## src/rtl/audio_mixer_nch.sv

```systemverilog
// audio_mixer_nch: N-channel volume/mute mixer with master attenuation, saturation and circular buffer write
module audio_mixer_nch #(
  parameter int NUM_CH      = 4,
  parameter int SAMPLE_BITS = 16,
  parameter int VOLUME_BITS = 8,
  parameter int MASTER_BITS = 4,
  parameter int BUF_LEN     = 256
) (
  input  logic                            mclk,
  input  logic                            rst,
  input  logic                            sample_tick,
  input  logic [NUM_CH*SAMPLE_BITS-1:0]   ch_sample,
  input  logic [NUM_CH*VOLUME_BITS-1:0]   ch_vol,
  input  logic [NUM_CH-1:0]               ch_mute,
  input  logic [MASTER_BITS-1:0]          master_atten,
  output logic                            busy,
  output logic [SAMPLE_BITS-1:0]          mix_sample,
  output logic                            mix_valid,
  output logic                            buf_wr_en,
  output logic [$clog2(BUF_LEN)-1:0]      buf_wr_addr,
  output logic [SAMPLE_BITS-1:0]          buf_wr_data,
  output logic                            overrun,
  output logic [15:0]                     clip_count
);
  localparam int SB = SAMPLE_BITS;
  localparam int VB = VOLUME_BITS;
  localparam int PW = SB + VB + 1;
  localparam int AW = SB + $clog2(NUM_CH) + 1;
  localparam int IW = NUM_CH > 1 ? $clog2(NUM_CH) : 1;
  localparam int AB = $clog2(BUF_LEN);
  typedef enum logic [1:0] {IDLE, ACCUM, SCALE} state_t;
  state_t state, state_nx;
  logic [NUM_CH*SB-1:0]   smp_snap;
  logic [NUM_CH*VB-1:0]   vol_snap;
  logic [NUM_CH-1:0]      mute_snap;
  logic [MASTER_BITS-1:0] atten_snap;
  logic [IW-1:0]          ch_idx;
  logic signed [AW-1:0]   acc, term, s;
  logic signed [PW-1:0]   prod;
  logic                   last, clip;
  logic [SB-1:0]          sat;
  assign busy = state != IDLE;
  assign last = ch_idx == IW'(NUM_CH - 1);
  // the product's top SB+1 bits are exactly the floored >>> VB result
  assign prod = PW'($signed(smp_snap[ch_idx*SB +: SB])) * PW'($signed({1'b0, vol_snap[ch_idx*VB +: VB]}));
  assign term = mute_snap[ch_idx] ? '0 : AW'($signed(prod[PW-1:VB]));
  assign s    = acc >>> atten_snap;
  assign clip = !(&s[AW-1:SB-1] || ~|s[AW-1:SB-1]);
  assign sat  = clip ? {s[AW-1], {(SB-1){~s[AW-1]}}} : s[SB-1:0];
  always_comb begin
    state_nx = state;
    state_nx = state == IDLE ? (sample_tick ? ACCUM : IDLE) : state == ACCUM ? (last ? SCALE : ACCUM) : IDLE;
  end
  always_ff @(posedge mclk) begin
    if (rst) state <= IDLE;
    else state <= state_nx;
  end
  always_ff @(posedge mclk) begin
    if (rst) begin
      mix_sample  <= '0;
      mix_valid   <= 1'b0;
      buf_wr_en   <= 1'b0;
      buf_wr_addr <= '0;
      buf_wr_data <= '0;
      overrun     <= 1'b0;
      clip_count  <= '0;
      acc         <= '0;
      ch_idx      <= '0;
    end else begin
      mix_valid <= 1'b0;
      buf_wr_en <= 1'b0;
      if (buf_wr_en) buf_wr_addr <= buf_wr_addr + AB'(1);
      if (sample_tick && state != IDLE) overrun <= 1'b1;
      if (state == IDLE && sample_tick) begin
        smp_snap   <= ch_sample;
        vol_snap   <= ch_vol;
        mute_snap  <= ch_mute;
        atten_snap <= master_atten;
        acc        <= '0;
        ch_idx     <= '0;
      end
      if (state == ACCUM) begin
        acc    <= acc + term;
        ch_idx <= ch_idx + IW'(1);
      end
      if (state == SCALE) begin
        mix_sample  <= sat;
        buf_wr_data <= sat;
        mix_valid   <= 1'b1;
        buf_wr_en   <= 1'b1;
        if (clip && ~&clip_count) clip_count <= clip_count + 16'd1;
      end
    end
  end
endmodule

```

## config.mk

```make
export PLATFORM = sky130hd
export DESIGN_NAME = audio_mixer_nch
export DESIGN_NICKNAME = d
export VERILOG_FILES = /design/src/rtl/audio_mixer_nch.sv
export SDC_FILE = /design/constraint.sdc
export NUM_CORES = 1
export LEC_CHECK = 0
export BUFFER_PORTS_ARGS = -buffer_cell sky130_fd_sc_hd__buf_2
export CORE_ASPECT_RATIO = 1.25
export CORE_MARGIN = 3
export CORE_UTILIZATION = 23
export CTS_BUF_LIST = sky130_fd_sc_hd__clkbuf_4
export CTS_CLUSTER_DIAMETER = 80
export DETAILED_ROUTE_END_ITERATION = 8
export GPL_ROUTABILITY_DRIVEN = 0
export GPL_TIMING_DRIVEN = 0
export PLACE_DENSITY = 0.4
export SLEW_MARGIN = 20
export SYNTH_ARGS = -nofsm -noshare
export SYNTH_HDL_FRONTEND = slang
export SYNTH_SLANG_ARGS = --single-unit
```

## constraint.sdc

```tcl
create_clock -name mclk -period 9.05 [get_ports mclk]
set_clock_uncertainty 0.1 [all_clocks]
set_input_delay 0.4525 -clock mclk [delete_from_list [all_inputs] [get_ports mclk]]
set_output_delay 0.4525 -clock mclk [all_outputs]
set_load 0.01 [all_outputs]
```

==> results of run 1 <==
==> cells in the mapped netlist (all sizes together), types with 4 or more instances <==
| library cell | number |
|---|---|
| or3 | 10 |
| dfxtp | 65 |
| mux2i | 25 |
| mux4 | 28 |
| buf | 29 |
| o21ai | 32 |
| nor3b | 5 |
| a21oi | 32 |
| edfxtp | 104 |
| o211ai | 9 |
| nand3 | 16 |
| a211oi | 10 |
| nor2 | 82 |
| nand4 | 11 |
| ha | 66 |
| a22oi | 13 |
| nor3 | 23 |
| clkbuf | 30 |
| o21bai | 6 |
| nand2 | 112 |
| and3 | 6 |
| fa | 102 |
| o31ai | 4 |
| xnor2 | 22 |
| a221oi | 12 |
| inv | 160 |
| nor2b | 8 |
| a21o | 7 |
| mux2 | 14 |
| o21a | 4 |
| and2 | 63 |
| nand2b | 7 |
| xor2 | 19 |
| a31oi | 5 |
==> kinds of logic after synthesis <==
logic type	count (synthesis)	synth area share, %
adder cells (fa/ha/maj)	168	23.17
AO/OA/AOI/OAI	153	8.420
multiplexers	67	8.390
buffers and inverters	220	7.278
XOR/XNOR	41	2.901
flip-flops	169	35.74
AND/OR/NAND/NOR	357	14.10
==> report_power, final <==
part	internal, mW	total, mW	switching, mW
clock	0.117	0.423	0.306
sequential	0.864	0.893	0.0289
combinational	1.47	3.47	2.00
==> metrics by stage <==
stage / power [mW] / cell area, um2 / setup TNS, ps
6_report: 4.787 / 15480 / 0
5_1_grt: 5.429 / 15480 / -10.34
4_1_cts: 4.867 / 15460 / 0
3_5_place_dp: 4.368 / 14140 / -1161
3_3_place_gp: 4.361 / 14050 / -1081
2_1_floorplan: 3.596 / 12380 / 0
==> routing by layer <==
layer	global-route usage, %	vias up
met5	0	-
met4	3.342	0
met3	1.640	23
met2	21.46	104
met1	15.09	4604
li1	-	4586
==> state kept, by name (all words and copies together), names as in the netlist <==
register	cells
smp_snap	64
vol_snap	32
acc	19
buf_wr_data	16
clip_count	16
buf_wr_addr	8
atten_snap	4
mute_snap	4
ch_idx	2
state	2
buf_wr_en	1
overrun	1
==> final timing paths <==
kind                   start  slack [ps]  cells after the start           end
setup / recovery   ch_idx[1]         530                     28       acc[17]
hold / removal    ch_vol[27]         380                      2  vol_snap[27]
setup reg to reg   ch_idx[1]         530                     28       acc[17]
hold reg to reg      overrun         390                      2       overrun
==> cell type report <==
type	instances	share of cell area [%]
timing repair buffer	279	12.75
buffer	57	1.988
sequential	169	28.57
tap	672	5.430
multi-input combinational	786	45.69
inverter	161	3.903
clock inverter	14	0.7273
clock buffer	18	0.8727
antenna	4	0.06465
==> placed cells by master (no fill, tap or decap), types with 5 or more instances in the layout <==
cell type and n:
mux4_2 28, a221oi_1 11, mux2i_1 25, edfxtp_1 104
nor2_1 82, mux2_2 14, buf_4 17, and2_1 63
xor2_1 19, nand2b_1 7, o211ai_1 9, dlygate4sd3_1 106
fa_1 102, a31oi_1 5, nor3_1 23, clkbuf_1 26
buf_2 170, and3_1 5, ha_1 66, a22oi_1 13
a21o_1 7, inv_6 5, nor2b_1 8, o21bai_1 6
dfxtp_1 65, a211oi_1 10, inv_1 160, nand4_1 11
nand2_1 111, buf_6 8, xnor2_1 22, clkbuf_4 20
or3_1 10, o21ai_0 31, a21oi_1 32, nand3_1 15
==> worst register-to-register path, delay by kind of cell, from the launching register on <==
kind            cells  cell delay (ps)
fa+ha+maj           6             2740
simple gates        8             1910
mux                 1              450
buf+inv             5             1020
compound gates      8             1880
flops               1              370
==> timing repair <==
action | in CTS | in global routing
endpoints found under the setup margin | 3 | 4
hold endpoints to repair | 106 | 0
resized for setup | 10 | 13
hold buffers | 106 | 0
==> results.md, run 1 <==
- The placed wire-length estimate is 25,490 um.
- Cells fill 29.26% of the core in the end.
- The total of endpoints with negative setup slack in the final report is 0.
- The number of buffers created by CTS is 17.
- In the post-synthesis netlist, the biggest area contributors are edfxtp_1 (25%), fa_1 (16%), dfxtp_1 (11%), ha_1 (6.7%), mux4_2 (5.1%).
- Along the worst path, the maximum fanout reaches 10.
- For this configuration, the core starts out at a cell density of 23.39%.
- The combined area of the multi-input logic cells is 7074 um2.
- The wire length the detailed router placed on met1 is 14,230 um.
- After layout, the worst setup slack is 528.5 ps.
- The total wirelength of the detailed-routed design is 32,210 um.
- The number of enable-type register cells in the synthesized netlist is 104.
- In this run the standard cell core region covers 52,930 um2.
- The total count of hold-check failures in the final report is 0.
- The area occupied by registers is 4424 um2.
- The pre-antenna-repair detailed-routing pass consisted of 4 iterations.
- The clock net sink count is 169.
- In this run the power density over the cells is 309.2 nW/um2.
- The clock transition at the registers of the reported paths is 170 ps.
- Dividing the detail-routed wire length by the instance count gives 14.91 um.
- The actual slew at the worst max-slew pin is 712.9 ps.
- The worst-case headroom to the max-slew limit is 52.19%.
- The critical path in this run is classified as reg2reg.
- IR analysis of the VDD net gives a maximum drop of 0.2622 mV.
- The ratio of routed vias to standard cells is 4.313.
- The final critical path takes up 94.16% of the cycle.
- The finished layout holds 2,160 standard cells, fillers aside.
- The count of boundary I/O pins is 167.
- Compared with the post-synthesis result, the final layout area differs by 25.09%.
- The number of buffer cells added on primary ports is 166.
- The count of pins over their slew limit came to 0.
- The number of core rows is 94.
- Synthesis produced 1,175 cells.
- The post-synth net total is 1,450.
- The number of maximum-capacitance violations is 0.
- Across every metal layer, demand over resource in global routing totals 12.00%.
- The maximum clock insertion buffer count is 2.
- The fraction of layout instances using a drive strength above 1 is 19.00%.
- For this design, the slowest cell found on the critical path is fa_1.
- The number of nets at the end of the flow is 1,746.
- The routed layout has 9,317 vias.
- The number of antenna violations at the first check in global routing is 2.
- The portion of synthesized cell area occupied by the leading cell type is 25.23%.
- The number of antenna-violating nets in the routed design is 0.
- The post-synthesis cell area is 12,380 um2.
- Including well taps, the total number of placed cells is 2,020.
- The routed design uses 16,840 um of met2 wire.
- Signal routing reaches up to met4.
- The prevailing post-synth register cell is edfxtp_1.
- The final hold slack is 377.2 ps.
- For this run the aggregate overflow at the end of global routing stands at 0.
- The floorplan step set the die height to 265.4 um.
- The number of distinct library cells after synthesis is 64.
- The floorplan step defined a die boundary enclosing 56,660 um2.
- The startpoint class of the critical path is a flop.
- The count of routing violations after the opening detailed-route iteration is 347.
- The leading area contributor after synthesis is edfxtp_1.
- In the detailed route, the total length drawn on met3 is 707 um.
- The number of global-route vias before repair is 10,120.
- For the worst setup path, the data arrival time is 9020 ps.
- For the worst-skew pair, the clock arrives at the later sink with an insertion delay of 670 ps.
- In this run the mean area of a mapped cell was 10.53 um2.
- Static timing analysis puts the maximum clock frequency at 0.1174 GHz.
- The global-route wire length before repair is 53,450 um.
- The remaining routing DRC violations is 0.
- The leakage power figure is 6.695 nW.
- The TritonCTS clock tree is built.
- After filler insertion, the fill cell instance count of the layout stands at 5,576.
- The buffer cell driving the clock tree root is clkbuf_4.
- At the placement stage, the worst setup path has a slack of -470.1 ps.
- The buffers plus inverters on the worst setup path is 5.
- The type of the most critical hold path is in2reg.
- The required time at the endpoint of the critical path is 9540 ps.
- The biggest cell delay along the critical path is 560 ps.
- The total number of H-tree levels is 4.
- The shortest clock period the worst path allows after layout is 8521 ps.
- Summing the sequential cell areas from Yosys gives 35.74% of the chip area.
- The buffer count from post-CTS setup fixing is 0.
- Entering global routing, the biggest net connects 18 pins.
- The async set or reset register ratio after synthesis is 0%.
- Counting flops and latches in the post-synthesis netlist gives 169.
- The number of synthesis warnings is 0.
- From left edge to right edge, the die measures 213.5 um.
- The most numerous cell type found on the critical path is fa_1.
- The run finished with clean final reports.
- The top cell family by delay on the critical path is adder cells.
- The element type at the critical path end is a flop.
Note: power is estimated with default switching activity, not from simulation.
==> run 2, diff against run 1 <==
--- a/config.mk
+++ b/config.mk
@@ -6,6 +6,8 @@
 export NUM_CORES = 1
 export LEC_CHECK = 0
 export BUFFER_PORTS_ARGS = -buffer_cell sky130_fd_sc_hd__buf_2
+export CELL_PAD_IN_SITES_DETAIL_PLACEMENT = 1
+export CELL_PAD_IN_SITES_GLOBAL_PLACEMENT = 2
 export CORE_ASPECT_RATIO = 1.25
 export CORE_MARGIN = 3
 export CORE_UTILIZATION = 23
@@ -14,7 +16,7 @@
 export DETAILED_ROUTE_END_ITERATION = 8
 export GPL_ROUTABILITY_DRIVEN = 0
 export GPL_TIMING_DRIVEN = 0
-export PLACE_DENSITY = 0.4
+export PLACE_DENSITY = 0.56
 export SLEW_MARGIN = 20
 export SYNTH_ARGS = -nofsm -noshare
 export SYNTH_HDL_FRONTEND = slang
==> results.md, run 2 (synthesis gave the netlist of run 1 again) <==
- The run finished with clean final reports.
- The HPWL after detailed placement is 29,900 um.
- The critical path is of the reg2reg type.
- For this run, design rule violations remaining after detail routing come to 0.
- Leaving out fill and tap cells, the most frequent cell in the layout is buf_2.
- The die outline area is 56,660 um2.
- The remaining global-route overflow is 0.
- The detail route stage leaves a number of antenna-violating nets equal to 0.
- The type of the most critical hold path is in2reg.
- The cell that appears most often on the critical path is fa_1.
- The number of antenna violations at the first check in global routing came to 5.
- After detailed routing, the number of vias per cell comes to 4.458.
- For this configuration, the core starts out at a cell density of 23.39%.
- The overall global routing resource usage is 14.06%.
- Combinational logic is responsible for 72.2% of the overall power.
- Excluding fillers, the count of instances in the completed layout stands at 2,158.
- For the worst setup path, the data required time is 9600 ps.
- The maximum clock insertion buffer count is 2.
- Setup repair after global routing left no endpoint under its margin.
- In this run the power density over the cells is 322.8 nW/um2.
- The count of buffers added on input and output ports is 166.
- Setup violations remaining at the end of the flow were counted as 0.
- The sequential share of power is 17.9%.
- In the final layout, the registers with the most flip-flops are smp_snap: 64 flops, vol_snap: 32 flops, acc: 19 flops.
- The element type at the critical path end is a flop.
- In this run the post-CTS setup repair buffer count came out at 0.
- Dividing the detail-routed wire length by the instance count gives 17.59 um.
- The total wirelength of the detailed-routed design is 37,950 um.
- The number of maximum-capacitance violations is 0.
- Among cell families on the critical path, the largest total delay comes from adder cells.
- The area of the core region is 52,930 um2.
- The portion of total power attributed to the clock network is 9.9%.
- TritonCTS built the clock tree.
- Together, buffers and inverters on the worst path number 5.
- The switching power is 2.472 mW.
- The startpoint class of the critical path is a flop.
- The clock net sink count is 169.
- The total count of hold-check failures in the final report came to 0.
- The worst path in the final design needs a cycle of 8542 ps, including I/O delays and setup.
- The fraction of layout instances using a drive strength above 1 is 19.10%.
- The maximum fanout encountered on the critical timing path is 10.
- The slack of the critical path is 508.1 ps.
- The data arrival time at the worst-slack endpoint is 9100 ps.
- The number of search-and-repair iterations in the first detailed-routing pass is 4.
- The die outline height is 265.4 um.
- The count of pins over their slew limit is 0.
- On the worst path, the slowest cell contributes a delay of 570 ps.
- The leakage power figure is 6.739 nW.
- The share of total power consumed by net switching is 49.16%.
- The worst-case headroom to the max-slew limit is 46.91%.
- The register with the most flip-flops in the layout has 64 of them.
- Entering global routing, the biggest net connects 18 pins.
- The die boundary width is 213.5 um.
- The actual slew at the worst max-slew pin is 796.3 ps.
- Prior to clock tree synthesis, the placed netlist has a worst setup slack of -676.2 ps.
- The number of nets at the end of the flow is 1,745.
- The share of the cycle needed by the critical path after routing is 94.39%.
- Cell internal power was estimated by the tool at 2.557 mW.
- Clock tree synthesis selected as its root buffer the cell clkbuf_4.
- The H-tree was split into 4 levels.
- TritonCTS created 17 clock buffers.
- The area growth from synthesis to layout is 25.87%.
- The number of global-route vias before repair was 10,800.
- The largest register by flop count is smp_snap.
- The number of cells in the design after placement is 2,020.
- The worst voltage drop across the vdd grid is 0.1863 mV.
- Derived from the worst setup path, the maximum achievable clock frequency is 0.1171 GHz.
- For the worst-skew pair, the clock arrives at the later sink with an insertion delay of 710 ps.
- The number of core rows is 94.
- The first routing iteration left 314 violations.
- The top cell types in the final layout, fill and taps aside, are buf_2 (169), inv_1 (160), nand2_1 (111).
- The count of boundary I/O pins is 167.
- The first global-routing pass estimated 60,980 um of wire.
- After clock tree synthesis, the clock-pin slew on the worst setup and hold paths is 180 ps.
- The slowest stage of the critical path belongs to the cell fa_1.
- The routed layout has 9,620 vias.
==> run 2: cell types whose count changed in the layout (fill, tap and decap cells not counted), moves of 2 or more <==
cell	change
bufinv_16	+2
clkinvlp_4	-2
clkinv_8	+3
inv_6	-4
inv_8	+2
==> run 2: through the flow <==
step                setup TNS [ps]  hold WS [ps]  instance area [um2]  util, %  power [mW]
floorplan                        0         394.5                12380        -       3.596
global placement             -2081         354.2                14050    26.56       4.481
detailed placement           -2109         363.7                14150    26.73       4.494
CTS                              0         174.5                15540    29.36       5.101
global route                     0         247.2                15580    29.43       5.688
finish                           0         337.7                15580    29.44       5.029
==> run 2: layout make-up <==
cell class / count / area (um2)
Antenna cell: 4 / 10.01
Buffer: 56 / 306.5
Clock buffer: 17 / 127.6
Clock inverter: 14 / 190.2
Fill cell: 6113 / 37350
Inverter: 161 / 604.3
Multi-Input combinational cell: 786 / 7098
Sequential cell: 169 / 4424
Tap cell: 672 / 840.8
Timing Repair Buffer: 279 / 1978
==> run 2: power by group through the flow <==
stage	registers (mW)	logic, mW	clock network (mW)
after floorplan	0.903	2.69	0
after global placement	0.921	3.56	0
after detailed placement	0.917	3.58	0
after CTS	0.900	3.66	0.539
after global routing	0.906	4.22	0.558
final	0.900	3.63	0.499
==> run 2: path summary, 6_finish.rpt <==
check,from,endpoint,slack [ps],cells past startpoint
hold / removal,ch_sample[35],smp_snap[35],340,2
setup / recovery,ch_idx[1],acc[17],510,28
setup reg to reg,ch_idx[1],acc[17],510,28
hold reg to reg,buf_wr_addr[7],buf_wr_addr[7],410,2
==> run 2: repair_timing <==
item,CTS,global route
hold endpoints to repair,112,0
gates resized for setup,9,16
hold buffers,106,0
endpoints found under the setup margin,7,3
==> run 2: metal layers <==
| metal | part of all wire, % | global-route usage, % | vias to the layer above |
|---|---|---|---|
| met5 | 0 | 0 | - |
| met4 | 1.5 | 3.556 | 0 |
| met3 | 2.7 | 2.914 | 32 |
| met2 | 54 | 25.72 | 117 |
| met1 | 42 | 16.69 | 4887 |
| li1 | - | - | 4584 |
==> run 2: worst reg2reg max path: cells and delay by family (launching register included) <==
kind | cells | cell delay, ps
DFF | 1 | 380
adders and majority gates | 6 | 2800
and+or+nand+nor | 8 | 1960
AOI/OAI and AO/OA | 8 | 1830
buffers and inverters | 5 | 940
muxes | 1 | 470
==> run 3, diff against run 2 <==
--- a/config.mk
+++ b/config.mk
@@ -5,7 +5,6 @@
 export SDC_FILE = /design/constraint.sdc
 export NUM_CORES = 1
 export LEC_CHECK = 0
-export BUFFER_PORTS_ARGS = -buffer_cell sky130_fd_sc_hd__buf_2
 export CELL_PAD_IN_SITES_DETAIL_PLACEMENT = 1
 export CELL_PAD_IN_SITES_GLOBAL_PLACEMENT = 2
 export CORE_ASPECT_RATIO = 1.25
@@ -14,9 +13,10 @@
 export CTS_BUF_LIST = sky130_fd_sc_hd__clkbuf_4
 export CTS_CLUSTER_DIAMETER = 80
 export DETAILED_ROUTE_END_ITERATION = 8
+export DONT_BUFFER_PORTS = 1
 export GPL_ROUTABILITY_DRIVEN = 0
 export GPL_TIMING_DRIVEN = 0
-export PLACE_DENSITY = 0.56
+export PLACE_DENSITY = 0.51
 export SLEW_MARGIN = 20
 export SYNTH_ARGS = -nofsm -noshare
 export SYNTH_HDL_FRONTEND = slang
==> results.md, run 3 (synthesis gave the netlist of run 1 again) <==
- The flow ran to the end, and the final reports show no timing, DRC or antenna violations.
- The total number of vias is 9,063.
- The worst path uses 94.09% of the clock period.
- Ranked by flip-flop count, first place goes to smp_snap.
- TritonCTS built the clock tree.
- The die outline height is 265.4 um.
- The worst voltage drop across the vdd grid is 0.1868 mV.
- The largest net degree at the start of global routing is 19.
- The most frequent standard cell in the layout excluding fill and tap cells is inv_1.
- Data on the critical path arrives at its endpoint at 9050 ps.
- The total wirelength of the detailed-routed design is 37,670 um.
- The shortest clock period the worst path allows after layout is 8515 ps.
- The number of core rows is 94.
- The remaining global-route overflow is 0.
- The largest registers in the layout are smp_snap: 64 flops, vol_snap: 32 flops, acc: 19 flops.
- From synthesis to final layout, the design area changed by 19.07%.
- The number of antenna violations at the first check in global routing is 4.
- The count of placed standard cells in the final layout, fillers left out is 1,996.
- The power per standard cell area is 341.3 nW/um2.
- The final hold slack is 205.9 ps.
- The floorplan step defined a die boundary enclosing 56,660 um2.
- Once placement finished, the instance area stood at 13,320 um2.
- Max-cap violations in this run came to 0.
- The cell that appears most often on the critical path is fa_1.
- The worst-case headroom to the max-slew limit is 47.46%.
- After legalization and detailed placement, the total HPWL measured 29,850 um.
- The area of the core region is 52,930 um2.
- Clock latency on the worst-skew pair, taken at its later pin, is 720 ps.
- The number of global-route vias before repair is 10,320.
- Counting tap cells, the placed design contains a total of 1,854 instances.
- Across every metal layer, demand over resource in global routing totals 13.94%.
- The routed wire length per instance is 18.87 um.
- The biggest cell delay along the critical path is 650 ps.
- The fraction of layout instances using a drive strength above 1 is 9.242%.
- In this run the worst path has a maximum fanout of 10.
- The number of buffers created by CTS is 17.
- The die is 213.5 um wide.
- The count of routing violations after the opening detailed-route iteration is 304.
- The analysis attributes to cell leakage a power of 5.995 nW.
- The first global-routing pass estimated 59,600 um of wire.
- The top cell types in the final layout, fill and taps aside, are inv_1 (160), nand2_1 (111), dlygate4sd3_1 (106).
- The number of flip-flops under the largest register name is 64.
- The top achievable clock speed is 0.1174 GHz.
- The worst hold path belongs to the class in2reg.
- Broken down by cell family, the worst path's largest delay share belongs to adder cells.
- The total number of H-tree levels is 4.
- The count of boundary I/O pins is 167.
- At the pin with the least slew margin, the transition time is 788.1 ps.
- In the routed design, unresolved DRC markers number 0.
- Setup violations remaining at the end of the flow were counted as 0.
- Counting both buffers and inverters, the worst setup path holds a total of 5.
- The buffer cell driving the clock tree root is clkbuf_4.
- The total count of hold-check failures in the final report came to 0.
- The startpoint class of the critical path is a flop.
- The slowest stage of the critical path belongs to the cell mux4_2.
- The count of pins over their slew limit was 0.
- The cell area after layout is 14,740 um2.
- After the last flow step, the layout net total stands at 1,583.
- The type of the setup path with the least slack is reg2reg.
- Data on the critical path is required at its endpoint by 9580 ps.
- The maximum clock insertion buffer count is 2.
- The clock transition at the registers of the reported paths is 170 ps.
- The worst setup path is captured at a flop.
- The setup total negative slack is 0 ps.
- Setup repair after global routing left no endpoint under its margin.
- The effective utilization at floorplan is 23.39%.
- The number of search-and-repair iterations in the first detailed-routing pass is 4.
- The number of antenna-violating nets in the routed design is 0.
- The clock net sink count is 169.
- The number of buffer cells added on primary ports is 0.
- In the routed layout, each cell is associated on average with a via count of 4.541.
[run 3: cell count changes in the layout (fill, tap and decap cells not counted), moves of 2 or more]
cell,change
buf_2,-165
buf_4,+5
bufinv_16,-2
clkinv_4,-2
inv_6,+5
[run 3: repair_timing]
action                                 4_1_cts  5_1_grt
endpoints found under the hold margin      117        0
gates resized for setup                     17       11
pin swaps                                    0        1
buffers inserted                             0        4
setup endpoints to repair                    7        3
hold buffers                               106        0
[run 3: through the flow]
stage	utilization [%]	power [mW]	worst slack (ps)
5_1_grt	27.85	5.666	28.76
6_report	27.85	5.030	535.2
3_3_place_gp	24.99	4.528	-777.9
2_1_floorplan	-	3.596	1123
3_5_place_dp	25.16	4.532	-816.3
4_1_cts	27.72	5.111	96.05
[run 3: layout make-up]
| type | count | area, um2 |
|---|---|---|
| inverter | 161 | 604.3 |
| clock inverter | 14 | 146.4 |
| fill | 6030 | 38190 |
| timing repair buffer | 117 | 1177 |
| buffer | 56 | 306.5 |
| multi-input combinational | 786 | 7102 |
| tap | 672 | 840.8 |
| antenna | 4 | 10.01 |
| sequential | 169 | 4424 |
| clock buffer | 17 | 127.6 |
[run 3: report_power, final]
part	switching, mW	total [mW]	internal [mW]
registers	0.0369	0.901	0.865
logic	2.14	3.66	1.52
clock network	0.342	0.467	0.125
[run 3: worst register-to-register path: cells and delay by family (launching register included)]
family / cells / cell delay, ps
AND/OR/NAND/NOR: 8 / 1920
AO/OA/AOI/OAI: 8 / 1790
multiplexers: 1 / 650
buffers and inverters: 5 / 810
adder cells (fa/ha/maj): 6 / 2740
flip-flops: 1 / 410
[run 3: worst paths after layout]
| check | start | end | slack, ps | cells after the start |
|---|---|---|---|---|
| worst min-delay path | rst | acc[12] | 210 | 3 |
| worst max-delay path | ch_idx[0] | acc[17] | 540 | 28 |
| worst min register to register | buf_wr_data[9] | buf_wr_data[9] | 470 | 2 |
| worst max register to register | ch_idx[0] | acc[17] | 540 | 28 |
[run 3: layer usage]
| metal | global-route usage (%) | wire length, um | up-vias |
|---|---|---|---|
| li1 | - | - | 4257 |
| met1 | 15.76 | 15190 | 4650 |
| met2 | 25.86 | 20430 | 124 |
| met3 | 3.645 | 1395 | 32 |
| met4 | 3.574 | 660 | 0 |
| met5 | 0 | 0 | - |
